**config.mk**
```make
export PLATFORM = sky130hd
export DESIGN_NAME = shift_seq_unit_flat
export DESIGN_NICKNAME = d
export VERILOG_FILES = /design/src/rtl/shift_pkg.sv /design/src/rtl/shift_seq_unit_if.sv /design/src/rtl/shift_step.sv /design/src/rtl/shift_seq_unit.sv /design/src/flat_wrapper.sv
export SDC_FILE = /design/constraint.sdc
export NUM_CORES = 1
export LEC_CHECK = 0
export CAP_MARGIN = 30
export CORE_AREA = 2 2 86 109
export DETAILED_ROUTE_END_ITERATION = 10
export DIE_AREA = 0 0 88 111
export PLACE_DENSITY_LB_ADDON = 0.05
export SYNTH_ARGS = -nofsm -noshare
export SYNTH_HDL_FRONTEND = slang
export SYNTH_HIERARCHICAL = 1
export SYNTH_SLANG_ARGS = --single-unit
```
**constraint.sdc**
```tcl
create_clock -name clk -period 5.5 [get_ports clk]
set_input_delay 0.825 -clock clk [delete_from_list [all_inputs] [get_ports clk]]
set_output_delay 0.825 -clock clk [all_outputs]
set_load 0.02 [all_outputs]
```
**src/rtl/shift_pkg.sv**
```systemverilog
// Shared encodings for the multi-cycle shift unit: operation codes, FSM state
// constants and a small arithmetic helper.
package shift_pkg;

  localparam logic [1:0] SH_LSL = 2'b00;
  localparam logic [1:0] SH_LSR = 2'b01;
  localparam logic [1:0] SH_ASR = 2'b10;
  localparam logic [1:0] SH_ROR = 2'b11;

  typedef logic [1:0] shift_state_t;

  localparam shift_state_t ST_IDLE  = 2'd0;
  localparam shift_state_t ST_SHIFT = 2'd1;
  localparam shift_state_t ST_DONE  = 2'd2;

  function automatic logic [31:0] umin32(input logic [31:0] a, input logic [31:0] b);
    return (a < b) ? a : b;
  endfunction

endpackage

```
**src/rtl/shift_seq_unit_if.sv**
```systemverilog
// Launch/result bundle between the decoder/execute stage and shift_seq_unit.
interface shift_seq_unit_if #(
  parameter int DATA_W = 32,
  parameter int AMT_W  = 8
);
  logic              start;
  logic [1:0]        op;
  logic              s_flag;
  logic [DATA_W-1:0] rm;
  logic [AMT_W-1:0]  amount;
  logic              carry_in;
  logic              zero_in;
  logic              neg_in;
  logic              busy;
  logic              done;
  logic [DATA_W-1:0] rd;
  logic              carry_out;
  logic              zero_out;
  logic              neg_out;

  modport master (
    output start, op, s_flag, rm, amount, carry_in, zero_in, neg_in,
    input  busy, done, rd, carry_out, zero_out, neg_out
  );

  modport slave (
    input  start, op, s_flag, rm, amount, carry_in, zero_in, neg_in,
    output busy, done, rd, carry_out, zero_out, neg_out
  );
endinterface

```
**src/rtl/shift_step.sv**
```systemverilog
// One combinational shift step of k (<= STEP) bits, returning the last bit out.
// The rotate path exists only when SHIFT_ROR_EN is defined.
module shift_step
  import shift_pkg::*;
#(
  parameter int DATA_W = 32,
  parameter int K_W    = 1
) (
  input  logic [DATA_W-1:0] data,
  input  logic [1:0]        op,
  input  logic              fill,
  input  logic [K_W-1:0]    k,
  output logic [DATA_W-1:0] result,
  output logic              last_out
);

  logic [DATA_W:0]   left_s;
  logic [DATA_W:0]   right_s;
  logic [DATA_W-1:0] hi_s;

  // Right shifts run through {hi, data, guard}; the guard slot catches the last bit out.
  always_comb begin
`ifdef SHIFT_ROR_EN
    hi_s = (op == SH_ROR) ? data : {DATA_W{fill}};
`else
    hi_s = {DATA_W{fill}};
`endif
    left_s  = {1'b0, data} << k;
    right_s = (DATA_W + 1)'({hi_s, data, 1'b0} >> k);
    if (op == SH_LSL) begin
      result   = left_s[DATA_W-1:0];
      last_out = left_s[DATA_W];
    end else begin
      result   = right_s[DATA_W:1];
      last_out = right_s[0];
    end
  end

endmodule

```
**src/rtl/shift_seq_unit.sv**
```systemverilog
// Multi-cycle LSL/LSR/ASR(/ROR) unit with start/busy/done handshake and NZC update.
// Build option: SHIFT_ROR_EN enables the rotate-right operation for op=11.
module shift_seq_unit
  import shift_pkg::*;
#(
  parameter int DATA_W = 32,
  parameter int AMT_W  = 8,
  parameter int STEP   = 1
) (
  input  logic            clk,
  input  logic            rst,
  shift_seq_unit_if.slave bus
);

  localparam int CNT_W = $clog2(DATA_W + 2);
  localparam int K_W   = $clog2(STEP + 1);
  localparam int MSB   = DATA_W - 1;

  shift_state_t      state_r;
  shift_state_t      state_nxt_s;
  logic [DATA_W-1:0] data_r;
  logic [CNT_W-1:0]  cnt_r;
  logic [1:0]        op_r;
  logic              s_flag_r;
  logic              carry_in_r;
  logic              zero_in_r;
  logic              neg_in_r;
  logic              sign_r;
  logic              busy_r;
  logic              done_r;
  logic [DATA_W-1:0] rd_r;
  logic              carry_out_r;
  logic              zero_out_r;
  logic              neg_out_r;

  logic              accept_s;
  logic [AMT_W-1:0]  amount_s;
  logic [31:0]       amt_ext_s;
  logic [31:0]       eff_cnt_ext_s;
  logic [CNT_W-1:0]  cnt_load_s;
  logic              ror_wrap_s;
  logic              carry_init_s;
  logic              s_eff_s;
  logic [K_W-1:0]    k_s;
  logic              last_step_s;
  logic              fill_s;
  logic [DATA_W-1:0] step_data_s;
  logic              step_last_s;
  logic              load_out_s;
  logic [DATA_W-1:0] fin_data_s;
  logic              fin_c_s;
  logic              fin_s_s;
  logic              fin_cin_s;
  logic              fin_zin_s;
  logic              fin_nin_s;
  logic              nxt_c_s;
  logic              nxt_z_s;
  logic              nxt_n_s;

  assign amount_s = bus.amount;

  // Launch decode: effective count and the carry seen when no bit is shifted.
  always_comb begin
    accept_s      = bus.start && (state_r != ST_SHIFT);
    amt_ext_s     = 32'(amount_s);
    eff_cnt_ext_s = 32'd0;
    ror_wrap_s    = 1'b0;
    s_eff_s       = bus.s_flag;
    case (bus.op)
      SH_LSL, SH_LSR: eff_cnt_ext_s = umin32(amt_ext_s, 32'(DATA_W + 1));
      SH_ASR:         eff_cnt_ext_s = umin32(amt_ext_s, 32'(DATA_W));
      SH_ROR: begin
`ifdef SHIFT_ROR_EN
        eff_cnt_ext_s = amt_ext_s & 32'(DATA_W - 1);
        ror_wrap_s    = (amt_ext_s != 32'd0) && (eff_cnt_ext_s == 32'd0);
`else
        eff_cnt_ext_s = 32'd0;
        s_eff_s       = 1'b0;
`endif
      end
      default:        eff_cnt_ext_s = 32'd0;
    endcase
    cnt_load_s   = CNT_W'(eff_cnt_ext_s);
    carry_init_s = ror_wrap_s ? bus.rm[MSB] : bus.carry_in;
  end

  // Per-cycle step size and fill bit for the active operation.
  always_comb begin
    k_s         = (32'(cnt_r) > 32'(STEP)) ? K_W'(STEP) : K_W'(cnt_r);
    last_step_s = (32'(cnt_r) <= 32'(STEP));
    fill_s      = (op_r == SH_ASR) ? sign_r : 1'b0;
  end

  shift_step #(
    .DATA_W (DATA_W),
    .K_W    (K_W)
  ) u_step (
    .data     (data_r),
    .op       (op_r),
    .fill     (fill_s),
    .k        (k_s),
    .result   (step_data_s),
    .last_out (step_last_s)
  );

  // Result source: final shift step, or the operand itself for zero-count launches.
  always_comb begin
    if (state_r == ST_SHIFT) begin
      load_out_s = last_step_s;
      fin_data_s = step_data_s;
      fin_c_s    = step_last_s;
      fin_s_s    = s_flag_r;
      fin_cin_s  = carry_in_r;
      fin_zin_s  = zero_in_r;
      fin_nin_s  = neg_in_r;
    end else begin
      load_out_s = accept_s && (cnt_load_s == {CNT_W{1'b0}});
      fin_data_s = bus.rm;
      fin_c_s    = carry_init_s;
      fin_s_s    = s_eff_s;
      fin_cin_s  = bus.carry_in;
      fin_zin_s  = bus.zero_in;
      fin_nin_s  = bus.neg_in;
    end
    if (fin_s_s) begin
      nxt_n_s = fin_data_s[MSB];
      nxt_z_s = (fin_data_s == {DATA_W{1'b0}});
      nxt_c_s = fin_c_s;
    end else begin
      nxt_n_s = fin_nin_s;
      nxt_z_s = fin_zin_s;
      nxt_c_s = fin_cin_s;
    end
  end

  // FSM next-state logic.
  always_comb begin
    case (state_r)
      ST_IDLE, ST_DONE: begin
        if (accept_s) begin
          state_nxt_s = (cnt_load_s == {CNT_W{1'b0}}) ? ST_DONE : ST_SHIFT;
        end else begin
          state_nxt_s = ST_IDLE;
        end
      end
      ST_SHIFT: begin
        if (last_step_s) begin
          state_nxt_s = ST_DONE;
        end else begin
          state_nxt_s = ST_SHIFT;
        end
      end
      default: state_nxt_s = ST_IDLE;
    endcase
  end

  // FSM state with registered busy/done decoded from the next state.
  always_ff @(posedge clk or posedge rst) begin
    if (rst) begin
      state_r <= ST_IDLE;
      busy_r  <= 1'b0;
      done_r  <= 1'b0;
    end else begin
      state_r <= state_nxt_s;
      busy_r  <= (state_nxt_s == ST_SHIFT);
      done_r  <= (state_nxt_s == ST_DONE);
    end
  end

  // Operand capture on launch, then the working value and count advance each step.
  always_ff @(posedge clk or posedge rst) begin
    if (rst) begin
      data_r     <= {DATA_W{1'b0}};
      cnt_r      <= {CNT_W{1'b0}};
      op_r       <= SH_LSL;
      s_flag_r   <= 1'b0;
      carry_in_r <= 1'b0;
      zero_in_r  <= 1'b0;
      neg_in_r   <= 1'b0;
      sign_r     <= 1'b0;
    end else if (accept_s) begin
      data_r     <= bus.rm;
      cnt_r      <= cnt_load_s;
      op_r       <= bus.op;
      s_flag_r   <= s_eff_s;
      carry_in_r <= bus.carry_in;
      zero_in_r  <= bus.zero_in;
      neg_in_r   <= bus.neg_in;
      sign_r     <= bus.rm[MSB];
    end else if (state_r == ST_SHIFT) begin
      data_r <= step_data_s;
      cnt_r  <= cnt_r - CNT_W'(k_s);
    end
  end

  // Result and flags update only on the edge entering DONE, then hold.
  always_ff @(posedge clk or posedge rst) begin
    if (rst) begin
      rd_r        <= {DATA_W{1'b0}};
      carry_out_r <= 1'b0;
      zero_out_r  <= 1'b0;
      neg_out_r   <= 1'b0;
    end else if (load_out_s) begin
      rd_r        <= fin_data_s;
      carry_out_r <= nxt_c_s;
      zero_out_r  <= nxt_z_s;
      neg_out_r   <= nxt_n_s;
    end
  end

  assign bus.busy      = busy_r;
  assign bus.done      = done_r;
  assign bus.rd        = rd_r;
  assign bus.carry_out = carry_out_r;
  assign bus.zero_out  = zero_out_r;
  assign bus.neg_out   = neg_out_r;

endmodule

```
**src/flat_wrapper.sv**
```systemverilog
// flat-port wrapper written by rule: the top's interface ports become plain ports
module shift_seq_unit_flat import shift_pkg::*;
#(
  parameter int DATA_W = 32,
  parameter int AMT_W  = 8,
  parameter int STEP   = 1
)
  (clk, rst, bus_start, bus_op, bus_s_flag, bus_rm, bus_amount, bus_carry_in, bus_zero_in, bus_neg_in, bus_busy, bus_done, bus_rd, bus_carry_out, bus_zero_out, bus_neg_out);
  shift_seq_unit_if #(.DATA_W(DATA_W), .AMT_W(AMT_W)) bus_i ();
  input  logic clk;
  input  logic rst;
  input wire logic [$bits(bus_i.start)-1:0] bus_start;
  input wire logic [$bits(bus_i.op)-1:0] bus_op;
  input wire logic [$bits(bus_i.s_flag)-1:0] bus_s_flag;
  input wire logic [$bits(bus_i.rm)-1:0] bus_rm;
  input wire logic [$bits(bus_i.amount)-1:0] bus_amount;
  input wire logic [$bits(bus_i.carry_in)-1:0] bus_carry_in;
  input wire logic [$bits(bus_i.zero_in)-1:0] bus_zero_in;
  input wire logic [$bits(bus_i.neg_in)-1:0] bus_neg_in;
  output wire logic [$bits(bus_i.busy)-1:0] bus_busy;
  output wire logic [$bits(bus_i.done)-1:0] bus_done;
  output wire logic [$bits(bus_i.rd)-1:0] bus_rd;
  output wire logic [$bits(bus_i.carry_out)-1:0] bus_carry_out;
  output wire logic [$bits(bus_i.zero_out)-1:0] bus_zero_out;
  output wire logic [$bits(bus_i.neg_out)-1:0] bus_neg_out;
  assign bus_i.start = bus_start;
  assign bus_i.op = bus_op;
  assign bus_i.s_flag = bus_s_flag;
  assign bus_i.rm = bus_rm;
  assign bus_i.amount = bus_amount;
  assign bus_i.carry_in = bus_carry_in;
  assign bus_i.zero_in = bus_zero_in;
  assign bus_i.neg_in = bus_neg_in;
  assign bus_busy = bus_i.busy;
  assign bus_done = bus_i.done;
  assign bus_rd = bus_i.rd;
  assign bus_carry_out = bus_i.carry_out;
  assign bus_zero_out = bus_i.zero_out;
  assign bus_neg_out = bus_i.neg_out;
  shift_seq_unit #(.DATA_W(DATA_W), .AMT_W(AMT_W), .STEP(STEP)) u_core (.clk(clk), .rst(rst), .bus(bus_i));
endmodule
```
Word-level counts from Yosys, hierarchy flattened
Cells that the tools add are included.
{ "word_totals": {"out_inout_bits": 37, "romBits": 0, "elab_cells": 67, "latch_bits": 0, "in_bits": 49, "register_bits": 84, "ramBits": 0, "mem_count": 0} }
{ "op_classes": {"reduce_logical": 10, "multipliers": 0, "magnitude_cmp": 4, "div": 0, "bitwise": 0, "shift": 2, "addsub": 1, "muxes": 26, "eq_ne": 9} }
{ "op_table": {"columns": ["op", "n"], "rows": [
  ["32-bit 2-to-1 mux", 4],
  ["65-bit by 1-bit right shift with 33-bit output", 1],
  ["32-bit by 1-bit << shifter with 33-bit output", 1],
  ["32-bit logical NOT", 1],
  ["6-bit 2-to-1 mux", 4],
  ["6-bit one-hot mux with 3 select lines", 1],
  ["8-bit by 6-bit < comparator with 1-bit output, second input constant", 2],
  ["1-bit 2-to-1 mux", 13],
  ["2-bit equality test, second input constant", 5],
  ["2-bit by 1-bit equality test with 1-bit output, second input constant", 3],
  ["6-bit by 1-bit > comparator with 1-bit output, second input constant", 1],
  ["6-bit by 1-bit <= comparator with 1-bit output, second input constant", 1],
  ["2-bit logical NOT", 3],
  ["6-bit logical NOT", 1],
  ["2-bit 2-to-1 mux", 3],
  ["6-bit by 1-bit subtractor with 6-bit output", 1],
  ["2-bit one-hot mux with 2 select lines", 1],
  ["2-bit OR reduction", 2],
  ["1-bit logical AND", 2],
  ["2-bit by 1-bit inequality test with 1-bit output, second input constant", 1],
  ["2-bit nonzero test", 1]
]} }

Logic depth before layout (Yosys ltp)
{ "logic_depth": {"word_depth": 8, "depth_mapped": 12, "ltp_nobuf": 10} }

Hierarchy
Netlist, hierarchy kept.
{ "modules_own_cells": {"columns": ["module", "seq_area_each_um2", "area_per_inst_um2", "instances", "cells_each"], "rows": [
  ["shift_seq_unit", 2102.0, 4042.6, 1, 407],
  ["shift_step", 0.0, 902.1, 1, 151]
]} }

Least setup slack after synthesis
Ideal clock, no wire load.
{ "synth_timing": {"path_kind": "flip-flop to flip-flop", "start": "reg u_core.cnt_r[2]", "end": "reg u_core.zero_out_r (netlist: u_core/bus.zero_out)", "period_less_slack_ps": 2595, "setup_ps": 77, "arrival_time_ps": 2517, "path_buffers": 2, "path_stages_with_launch": 13, "required_time_ps": 5423, "path_slack_ps": 2905, "cell_sequence": "dfrtp_1 > or2_2 > nor4_2 > nand2b_1 > buf_2 > clkbuf_1 > nor2_1 > a31oi_1 > nor4b_1 > nand4_1 > o21ai_0 > nand3_1 > a21oi_1"} }
{ "synth_via": {"elab_chain_len": 7, "elab_cells_between_ends": 10, "classes_between": "order compare (2); shift (2); mux (5); reduce/logical (1)"} }
{ "synth_lines": {"columns": ["element", "line_no", "text"], "rows": [
  ["start: declaration", "shift_seq_unit.sv:22", "logic [CNT_W-1:0] cnt_r;"],
  ["start signal: assignment", "shift_seq_unit.sv:174", "cnt_r <= {CNT_W{1'b0}};"],
  ["start signal: assignment", "shift_seq_unit.sv:183", "cnt_r <= cnt_load_s;"],
  ["start signal: assignment", "shift_seq_unit.sv:192", "cnt_r <= cnt_r - CNT_W'(k_s);"],
  ["6-bit by 1-bit > comparator with 1-bit output *", "shift_seq_unit.sv:89", "k_s = (32'(cnt_r) > 32'(STEP)) ? K_W'(STEP) : K_W'(cnt_r);"],
  ["1-bit 2-to-1 mux *", "shift_seq_unit.sv:89", null],
  ["net u_core.k_s", "shift_seq_unit.sv:44", "logic [K_W-1:0] k_s;"],
  ["65-bit by 1-bit right shift with 33-bit output / 32-bit by 1-bit << shifter with 33-bit output (equally long branches)", "shift_step.sv:29, shift_step.sv:28", null],
  ["32-bit 2-to-1 mux *", "shift_step.sv:30", "if (op == SH_LSL) begin"],
  ["net u_core.step_data_s[16]", "shift_seq_unit.sv:47", "logic [DATA_W-1:0] step_data_s;"],
  ["32-bit 2-to-1 mux *", "shift_seq_unit.sv:108", "if (state_r == ST_SHIFT) begin"],
  ["32-bit logical NOT *", "shift_seq_unit.sv:127", "nxt_z_s = (fin_data_s == {DATA_W{1'b0}});"],
  ["1-bit 2-to-1 mux *", "shift_seq_unit.sv:125", "if (fin_s_s) begin"],
  ["end signal: assignment", "shift_seq_unit.sv:206", "zero_out_r <= nxt_z_s;"],
  ["end: declaration", "shift_seq_unit.sv:33", "logic zero_out_r;"]
]} }
The timed path passes the listed nets; every way through them passes the cells marked *.
A chain may end at the register's enable or synchronous reset.

Worst setup path in the final report
Ends and elaborated chain as after synthesis.

==> impl_metrics.tcl <==
set metrics [dict create \
    status "complete, no violations" \
    critPathLaunchType "flip-flop" \
    finalNetCount 668 \
    fin_crit_sh_pct 65.25 \
    antenna_cells 0 \
    end_kind "flip-flop" \
    synth_nets 608 \
    core_area_mm2 0.008832 \
    synthCells 558 \
    hold_ws_ns 0.4715 \
    io_pins 86 \
    timing.fmax_mhz 278.7 \
    setup_slack_ns 1.911 \
    period_needed_ns 3.589 \
    placed_area_mm2 0.005798 \
    numCtsBuffers 9 \
    skew_ns 0.006480 \
    synth_warnings 6 \
    rsz0062_at_grt "no" \
    gr-total-overflow 0 \
    drtPass1Iterations 5 \
    die_x_um 88 \
    synth_xor_area_share_pct 0.1771 \
    row_count 39 \
    ys_top_cells_by_area "dfrtp_1, mux2i_1, o21ai_0" \
    synth_top_area_share_pct 42.51 \
    synth_area_mm2 0.004945 \
    clock_path_buffers 2 \
    place_hpwl_um 8882 \
    worstMarginPinSlew_ns 0.9143 \
    synthArstFlopShare_pct 100.0 \
    synth_ff_type "dfrtp_1" \
    seqPwrFrac_pct 31.5 \
    required_ns 5.76 \
    die_area_mm2 0.009768 \
    yosys.area_share.adder_pct 0.2530 \
    gp_congestion 0.8982 \
    drv_slew 0 \
    hold_violations 0 \
    p_sw_uw 1602 \
    numPortBuffers 85 \
    tns_ns 0 \
    yosysTopAreaCell "dfrtp_1" \
    yosysUniqueCellTypes 46 \
    relSlewSlack_pct 39.05 \
    p_comb_share_pct 51.1 \
    finalSetupViolations 0 \
    p_int_uw 2108 \
    grt.total_usage_pct 27.61 \
    synth_compound_area_share_pct 23.58 \
    cts.repair.resized 0 \
    htreeDepth 3 \
    power.density_mw_per_mm2 603.8 \
    ys_seq_elements 84 \
    drv_cap 0 \
    dieHeight_um 111 \
    crit_fanout 52 \
    synth-simple-area-share_pct 19.81 \
    initial_utilization_pct 55.99 \
    cp_data_arrival_time_ns 3.85 \
    dp_slack_ns 1.996 \
    drc 0 \
    cts_setup_buffers 0 \
    layout-drive-gt1-share_pct 6.742 \
    clkSinkCount 84 \
    insertion_delay_ns 0.34 \
    grt_pass1_vias 4256 \
    swShare_pct 43.19 \
    grt_first_pass_wirelength_um 21150 \
    syn2layout_area_growth_pct 24.27 \
    root_buffer "clkbuf_16" \
    total_leakage_power_uw 0.002709 \
    ant_nets 0 \
    cts_tree "built" \
    yosysSeqAreaShare_pct 42.51 \
    clkTransAtPathRegs_ns 0.06 \
    syn_area_per_cell_um2 8.862 \
    ctsHoldBuffers 0 \
    drtIter0Drc 411 \
    antenna_found_initial 0 \
    synth-edff-count 0 \
    grt_max_degree 69 \
    final_cell_mix "clkdlybuf4s50_1, dfrtp_1, nand2_1, o21ai_0, nor2_1" \
    crit_type "flip-flop to flip-flop" \
    synth_top_family_by_area "compound AO/OA/AOI/OAI gates" \
    synth_mux_area_share_pct 8.477 \
    routed_wl_um 12960 \
    fin_area_mm2 0.006145 \
    post_drt_via_cell_ratio 6.106 \
    irDropWorstVdd_v 0.0005471 \
    power_frac_clock_pct 17.5 \
    hold_class "flip-flop to flip-flop" \
    num_vias 4555 \
    wl_per_cell_um 17.37 \
]
## area by class of cell
type                            count  area, um^2
Fill cell                         734        2688
Multi-Input combinational cell    423        2596
Sequential cell                    84        2102
Timing Repair Buffer               95       953.4
Clock buffer                       12       246.5
Tap cell                          123       153.9
Clock inverter                      4       72.57
Inverter                            5       20.02
## state kept, by name, summed over array words and instances (netlist names)
name and count:
u_core/op_r 2, u_core/bus.done 1, u_core/bus.busy 1, u_core/bus.carry_out 1
u_core/data_r 32, u_core/bus.zero_out 1, u_core/state_r 2, u_core/cnt_r 6
u_core/zero_in_r 1, u_core/bus.neg_out 1, u_core/bus.rd 32, u_core/sign_r 1
u_core/carry_in_r 1, u_core/s_flag_r 1, u_core/neg_in_r 1
## per-layer routing
layer  share of wire, %  global-route usage, %  vias to the layer above
met1                 44                  38.09                     2203
met2                 49                  42.68                      181
met3                5.8                  5.585                       19
met5                  0                      0                        -
li1                   -                      -                     2152
met4                1.9                  10.36                        0
## Yosys cell counts, types with 2 or more instances
master / instances
dfrtp_1: 84
nand2_1: 81
o21ai_0: 61
nor2_1: 38
a21oi_1: 35
mux2i_1: 34
a21o_1: 33
a31oi_1: 33
or3b_1: 32
clkbuf_1: 21
nor4_1: 12
o21ai_1: 11
buf_2: 10
buf_1: 7
mux2_2: 7
buf_6: 6
inv_1: 5
nand3_1: 4
nand4_1: 4
nor3_1: 3
or3_1: 3
a32o_1: 2
buf_4: 2
nand2b_1: 2
nor2b_1: 2
nor4_2: 2
nor4b_1: 2
o211ai_1: 2
o311ai_0: 2
o32ai_1: 2
## cells by family (layout without fill, tap and decap cells)
kind of cell / count (synthesis) / count (layout)
AOI/OAI and AO/OA: 191 / 191
and+or+nand+nor: 189 / 189
DFF: 84 / 84
buffers and inverters: 51 / 116
muxes: 41 / 41
adders and majority gates: 1 / 1
xor gates and xnor gates: 1 / 1
## power by group through the flow
stage / clock network (uW) / logic, uW / registers [uW]
after floorplan: 0 / 1220 / 1230
after global placement: 0 / 1820 / 1160
after detailed placement: 0 / 1870 / 1170
after CTS: 665 / 1870 / 1160
after global routing: 696 / 2080 / 1210
final: 649 / 1890 / 1170
## metrics by stage
step	utilization [%]	cells	power (uW)
floorplan	-	558	2456
global placement	65.42	728	2974
detailed placement	65.65	729	3034
global route	69.57	746	3983
finish	69.57	746	3710
CTS	69.26	745	3701
## critical path: stages, from the launching register on
cell and delay, ns:
dfrtp_1 0.41, or2_2 0.30, nor4_2 0.61, nand2b_2 0.71, buf_4 0.42, nor2_1 0.11, a31oi_1 0.06, nor4_1 0.31
nand4_1 0.16, o21ai_0 0.19, nand3_1 0.09, a21oi_1 0.12
## final timing paths
check	start	to	slack, ns	cells past startpoint
setup / recovery	u_core/cnt_r[2]	u_core/bus.zero_out	1.91	11
hold / removal	u_core/bus.rd[15]	u_core/bus.rd[15]	0.47	1
setup reg to reg	u_core/cnt_r[2]	u_core/bus.zero_out	1.91	11
hold reg to reg	u_core/bus.rd[15]	u_core/bus.rd[15]	0.47	1
max in group asynchronous	rst	u_core/data_r[16]	3.92	4
min in group asynchronous	rst	u_core/bus.rd[3]	0.66	2
Note: power is estimated with default switching activity, not from simulation.
==> edit 1: new RTL, same flow settings <==
Make the reset (`rst`) synchronous in 3 clocked blocks.
--- a/src/rtl/shift_seq_unit.sv
+++ b/src/rtl/shift_seq_unit.sv
@@ -155,7 +155,7 @@
   end
 
   // FSM state with registered busy/done decoded from the next state.
-  always_ff @(posedge clk or posedge rst) begin
+  always_ff @(posedge clk) begin
     if (rst) begin
       state_r <= ST_IDLE;
       busy_r  <= 1'b0;
@@ -168,7 +168,7 @@
   end
 
   // Operand capture on launch, then the working value and count advance each step.
-  always_ff @(posedge clk or posedge rst) begin
+  always_ff @(posedge clk) begin
     if (rst) begin
       data_r     <= {DATA_W{1'b0}};
       cnt_r      <= {CNT_W{1'b0}};
@@ -194,7 +194,7 @@
   end
 
   // Result and flags update only on the edge entering DONE, then hold.
-  always_ff @(posedge clk or posedge rst) begin
+  always_ff @(posedge clk) begin
     if (rst) begin
       rd_r        <= {DATA_W{1'b0}};
       carry_out_r <= 1'b0;
Behaviour: differs if rst is asserted again (counterexample within 4 cycles, from zero or initial values and one cycle with rst high); with rst held inactive, the same outputs for 10 cycles.
==> edit 1 against the unedited design <==
- area after synthesis is 3.0% higher
- synthesized cell count is 11% higher
- cell area is 1.1% higher
- via count is 6.1% higher
- routed wire length is 0.27% lower
- first-iteration DRC count is 5.4% higher
- hold slack worse by 0.015 ns
- sequential cell count stayed put
- core utilization is 0.75 points higher
- worst setup slack better by 0.28 ns
- count of clock-buffer cells in the layout is 1 higher
- register-to-register slack better by 0.44 ns
- critical endpoint is now u_core/bus.rd[14]$_SDFFE_PP0P_
- largest cell class unchanged
Power is not compared: it rests on default switching activity, and its combinational part moved more than twofold at a synthesized area within 25%.
==> edit 1: results (changes against the unedited design) <==
stage,metric,value,unit,change
setup_path,Crit Path Max Fanout,41,,-21%
routing,total number of vias,4832,,+6.1%
setup_path,launch point of the critical path,bus_start,,
cells_and_area,total of fill cells in the finished design,721,,-1.8%
logic_synthesis,area share of fa/ha/maj cells after synthesis,0.246,%,-0.0073 points
global_routing,wire length of the first global-routing pass,21.5,mm,+1.8%
place,weighted congestion reported at the end of routability-driven placement,0.874,,-2.7%
logic_synthesis,proportion of synthesized chip area in sequential cells,33.0,%,-9.5 points
outcome,status,"finished, final reports clean",,
place,placed insts,780,,+7.0%
logic_synthesis,ranking of synthesized cells by area,"dfxtp_1, a311oi_2, nand2_1, mux2_2, or3b_1",,
timing,worst clock skew,0.00419,ns,-0.00229 ns
global_routing,vias in the first global route,4473,,+5.1%
timing,WHS,0.457,ns,-0.0146 ns
min_path,class of the worst hold path,flop to flop,,
min_path,Hold Path End,u_core/carry_in_r$_SDFFE_PP0P_,,
logic_synthesis,complex-gate fraction of the synthesized area,24.2,%,+0.60 points
logic_synthesis,Commonest cells post-synth,"nand2_1, dfxtp_1, nor2_1",,
place,DP HPWL,8.45,mm,-4.9%
setup_path,reg2reg start,u_core/cnt_r[1]$_SDFFE_PP0P_,,
global_routing,combined global-route utilization of all metal layers,27.4,%,-0.24 points
logic_synthesis,xor/xnor cell area share of the yosys netlist,0.172,%,-0.0051 points
timing,share of the clock period used by the worst path,60.1,%,-5.2 points
logic_synthesis,multiplexer share of the synthesized area,7.86,%,-0.61 points
cells_and_area,share of post-route cells with drive strength above 1,19.0,%,+12 points
setup_path,Worst setup endpoint,u_core/bus.rd[14]$_SDFFE_PP0P_,,
timing,Slew HR,41.3,%,+2.2 points
logic_synthesis,syn_nets,672,,+11%
cells_and_area,final cell count without fillers,798,,+7.0%
routing,drt initial violations,433,,+5.4%
logic_synthesis,share of synthesized flip-flops with an asynchronous set or reset,0,%,-100 points
cells_and_area,number of nets in the layout,720,,+7.8%
global_routing,pin count of the biggest net entering global routing,76,,+10%
cts,number of cells upsized or downsized after cts,0,,unchanged
logic_synthesis,synthesized area divided by synthesized cell count,8.19,sq um,-7.6%
min_path,hold path startpoint,u_core/carry_in_r$_SDFFE_PP0P_,,
place,DP Worst Slack,1.73,ns,-0.261 ns
setup_path,"Largest stage delay, worst path",0.51,ns,-0.20 ns
logic_synthesis,most instantiated flip-flop cell in the synthesis netlist,dfxtp_1,,
cts,clock tree root buffer cell,clkbuf_16,,
routing,routed len/inst,16.2,um,-6.8%
[edit 1: cell count changes after synthesis, sizes merged, moves of 31 or more]
cell	delta
o21ai	-33
a21o	-33
a311oi	+31
nor2	+46
nand2	+39
dfrtp	-84
dfxtp	+84
[edit 1: cell type report]
cell class / instances / area [sq um] / share of cell area (%)
inverters: 4 / 15.0 / 0.242
clock inverters: 3 / 67.6 / 1.09
multi-input cells: 478 / 3060 / 49.3
well taps: 123 / 154 / 2.48
repair buffers: 93 / 961 / 15.5
clock buffers: 13 / 270 / 4.35
flip-flops and latches: 84 / 1680 / 27.1
[edit 1: layer usage]
metal	part of all wire, %	global-route usage (%)	wire length, um
met5	0	0	0
met4	3.1	12.9	396
met3	5.0	3.35	645
met2	49	44.8	6370
met1	43	35.2	5510
[edit 1: worst max-delay path, delay by kind of cell]
family	cells	cell delay, ns
buffers and inverters	4	1.35
AO/OA/AOI/OAI	2	0.75
AND/OR/NAND/NOR	2	0.57
==> edit 2: new RTL, same settings <==
Made on the original files. Build with the macro `SHIFT_ROR_EN` defined.
--- a/src/rtl/shift_step.sv
+++ b/src/rtl/shift_step.sv
@@ -1,5 +1,7 @@
 // One combinational shift step of k (<= STEP) bits, returning the last bit out.
 // The rotate path exists only when SHIFT_ROR_EN is defined.
+`define SHIFT_ROR_EN
+
 module shift_step
   import shift_pkg::*;
 #(
Check against the original RTL: not equivalent (Yosys sat finds a counterexample within 4 cycles, from zero or initial values and one cycle with rst high).
==> edit 2 against the unedited design <==
- sequential cell count did not move
- worst setup slack got worse by 0.12 ns
- cell area fell by 4.2%
- sequential power rose by 3%
- routed wire length fell by 7.2%
- total power rose by 6.0%
- area after synthesis fell by 5.2%
- critical endpoint unchanged
==> edit 2: results (changes against the unedited design) <==
stage,metric,value,unit,change
routing,drt initial violations,331,,-19%
cells_and_area,number of nets in the layout,642,,-3.9%
timing,final critical-path setup slack,1.79,ns,-0.118 ns
timing,Slew HR,32.8,%,-6.2 points
cts,setup bufs post-CTS,0,,unchanged
setup_path,arrival time at the worst endpoint,3.96,ns,+0.11 ns
min_path,class of the worst hold path,flop to flop,,
place,weighted congestion reported at the end of routability-driven placement,0.823,,-8.4%
logic_synthesis,synth unique cells,41,,-11%
routing,total iterations of the first detailed-routing run,4,,-1
cells_and_area,Antenna Diode Count,0,,unchanged
global_routing,pin count of the biggest net entering global routing,77,,+12%
power_and_ir_drop,internal power,2220,uW,+5.2%
setup_path,Worst path slowest cell,or3_2,,
cts,clock latency reported for the late side of the worst-skew pair,0.34,ns,about the same
routing,vias per cell,5.69,,-6.8%
cells_and_area,final cell count without fillers,720,,-3.5%
place,placed insts,704,,-3.4%
global_routing,wire length of the first global-routing pass,19.7,mm,-7.0%
place,count of input and output buffers,85,,unchanged
global_routing,combined global-route utilization of all metal layers,25.7,%,-1.9 points
power_and_ir_drop,worst vdd rail ir drop,511,uV,-6.6%
outcome,status,"finished, final reports clean",,
cts,number of clock buffers inserted by TritonCTS,9,,unchanged
cts,clock edge transition at the registers on the reported setup and hold paths,0.06,ns,about the same
min_path,hold path startpoint,u_core/bus.neg_out$_DFFE_PP0P_,,
power_and_ir_drop,leakage,0.00247,uW,-8.7%
cells_and_area,share of post-route cells with drive strength above 1,6.53,%,-0.21 points
cts,number of cells upsized or downsized after cts,0,,unchanged
logic_synthesis,Commonest cells post-synth,"dfrtp_1, nand2_1, nor2_1",,
logic_synthesis,Yosys Warn Count,6,,unchanged
global_routing,number of antenna violations at the first check in global routing,0,,unchanged
setup_path,Crit Path Max Fanout,65,,+25%
routing,final WL,12.0,mm,-7.2%
logic_synthesis,Gate Count Post-Synth,523,,-6.3%
setup_path,launch point of the critical path,u_core/cnt_r[2]$_DFFE_PP0P_,,
global_routing,vias in the first global route,4105,,-3.5%
logic_synthesis,syn_nets,573,,-5.8%
place,DP HPWL,8.29,mm,-6.7%
place,DP Worst Slack,1.82,ns,-0.172 ns
cts,maximum root-to-sink buffer count,2,,unchanged
timing,worst clock skew,0.00573,ns,-0.000746 ns
logic_synthesis,share of synthesized flip-flops with an asynchronous set or reset,100,%,unchanged
setup_path,"Largest stage delay, worst path",0.88,ns,+0.17 ns
cts,clock tree root buffer cell,clkbuf_16,,
cts,CTS H-tree depth,3,,unchanged
logic_synthesis,proportion of synthesized chip area in sequential cells,44.8,%,+2.3 points
timing,endpoints failing setup,0,,unchanged
logic_synthesis,most instantiated flip-flop cell in the synthesis netlist,dfrtp_1,,
logic_synthesis,ranking of synthesized cells by area,"dfrtp_1, mux2i_1, nand2_1, nor2_1, o21ai_0",,
## edit 2: path summary, 6_finish.rpt
check	slack (ns)	cells past startpoint	end
min in group asynchronous	0.88	2	u_core/bus.rd[16]$_DFFE_PP0P_
setup / recovery	1.79	9	u_core/bus.zero_out$_DFFE_PP0P_
max in group asynchronous	3.57	3	u_core/data_r[29]$_DFFE_PP0P_
hold / removal	0.50	1	u_core/bus.neg_out$_DFFE_PP0P_
hold reg to reg	0.50	1	u_core/bus.neg_out$_DFFE_PP0P_
setup reg to reg	1.79	9	u_core/bus.zero_out$_DFFE_PP0P_
## edit 2: power groups by stage
stage | logic (uW) | clock network (uW) | registers [uW]
floorplan | 1320 | 0 | 1320
detailed placement | 2060 | 0 | 1220
finish | 2080 | 643 | 1210
CTS | 2080 | 657 | 1210
global route | 2300 | 681 | 1250
global placement | 1980 | 0 | 1210
## edit 2: critical path: cells and delay by family, from the launching register on
| kind | cells | cell delay (ns) |
|---|---|---|
| simple gates | 6 | 2.74 |
| compound gates | 3 | 0.45 |
| flops | 1 | 0.42 |
## edit 2: per-layer routing
layer	vias up	wire [um]	global-route usage, %	part of all wire, %
met3	24	542	3.95	4.5
li1	2017	-	-	-
met2	120	6100	41.8	51
met5	-	0	0	0
met4	0	289	11.7	2.4
met1	1938	5090	33.4	42
## edit 2: cell type report
type / instances / area, sq um
Fill cell: 774 / 2940
Multi-Input combinational cell: 400 / 2370
Sequential cell: 84 / 2100
Timing Repair Buffer: 92 / 931
Clock buffer: 9 / 225
Tap cell: 123 / 154
Clock inverter: 7 / 91.3
Inverter: 5 / 20.0
## edit 2: kinds of logic after synthesis
group / count (synthesis) / synth area share [%]
XOR/XNOR: 1 / 0.187
multiplexers: 72 / 15.6
AO/OA/AOI/OAI: 129 / 15.9
buffers and inverters: 39 / 4.86
adder cells (fa/ha/maj): 1 / 0.267
flip-flops: 84 / 44.8
AND/OR/NAND/NOR: 197 / 18.3
## edit 2: through the flow
stage,cell area (sq um),hold WS [ns],utilization (%)
final,5890,0.497,66.7
after global routing,5890,0.523,66.7
after CTS,5890,0.500,66.7
after detailed placement,5570,0.486,63.1
after global placement,5530,0.480,62.6
after floorplan,4690,0.471,-
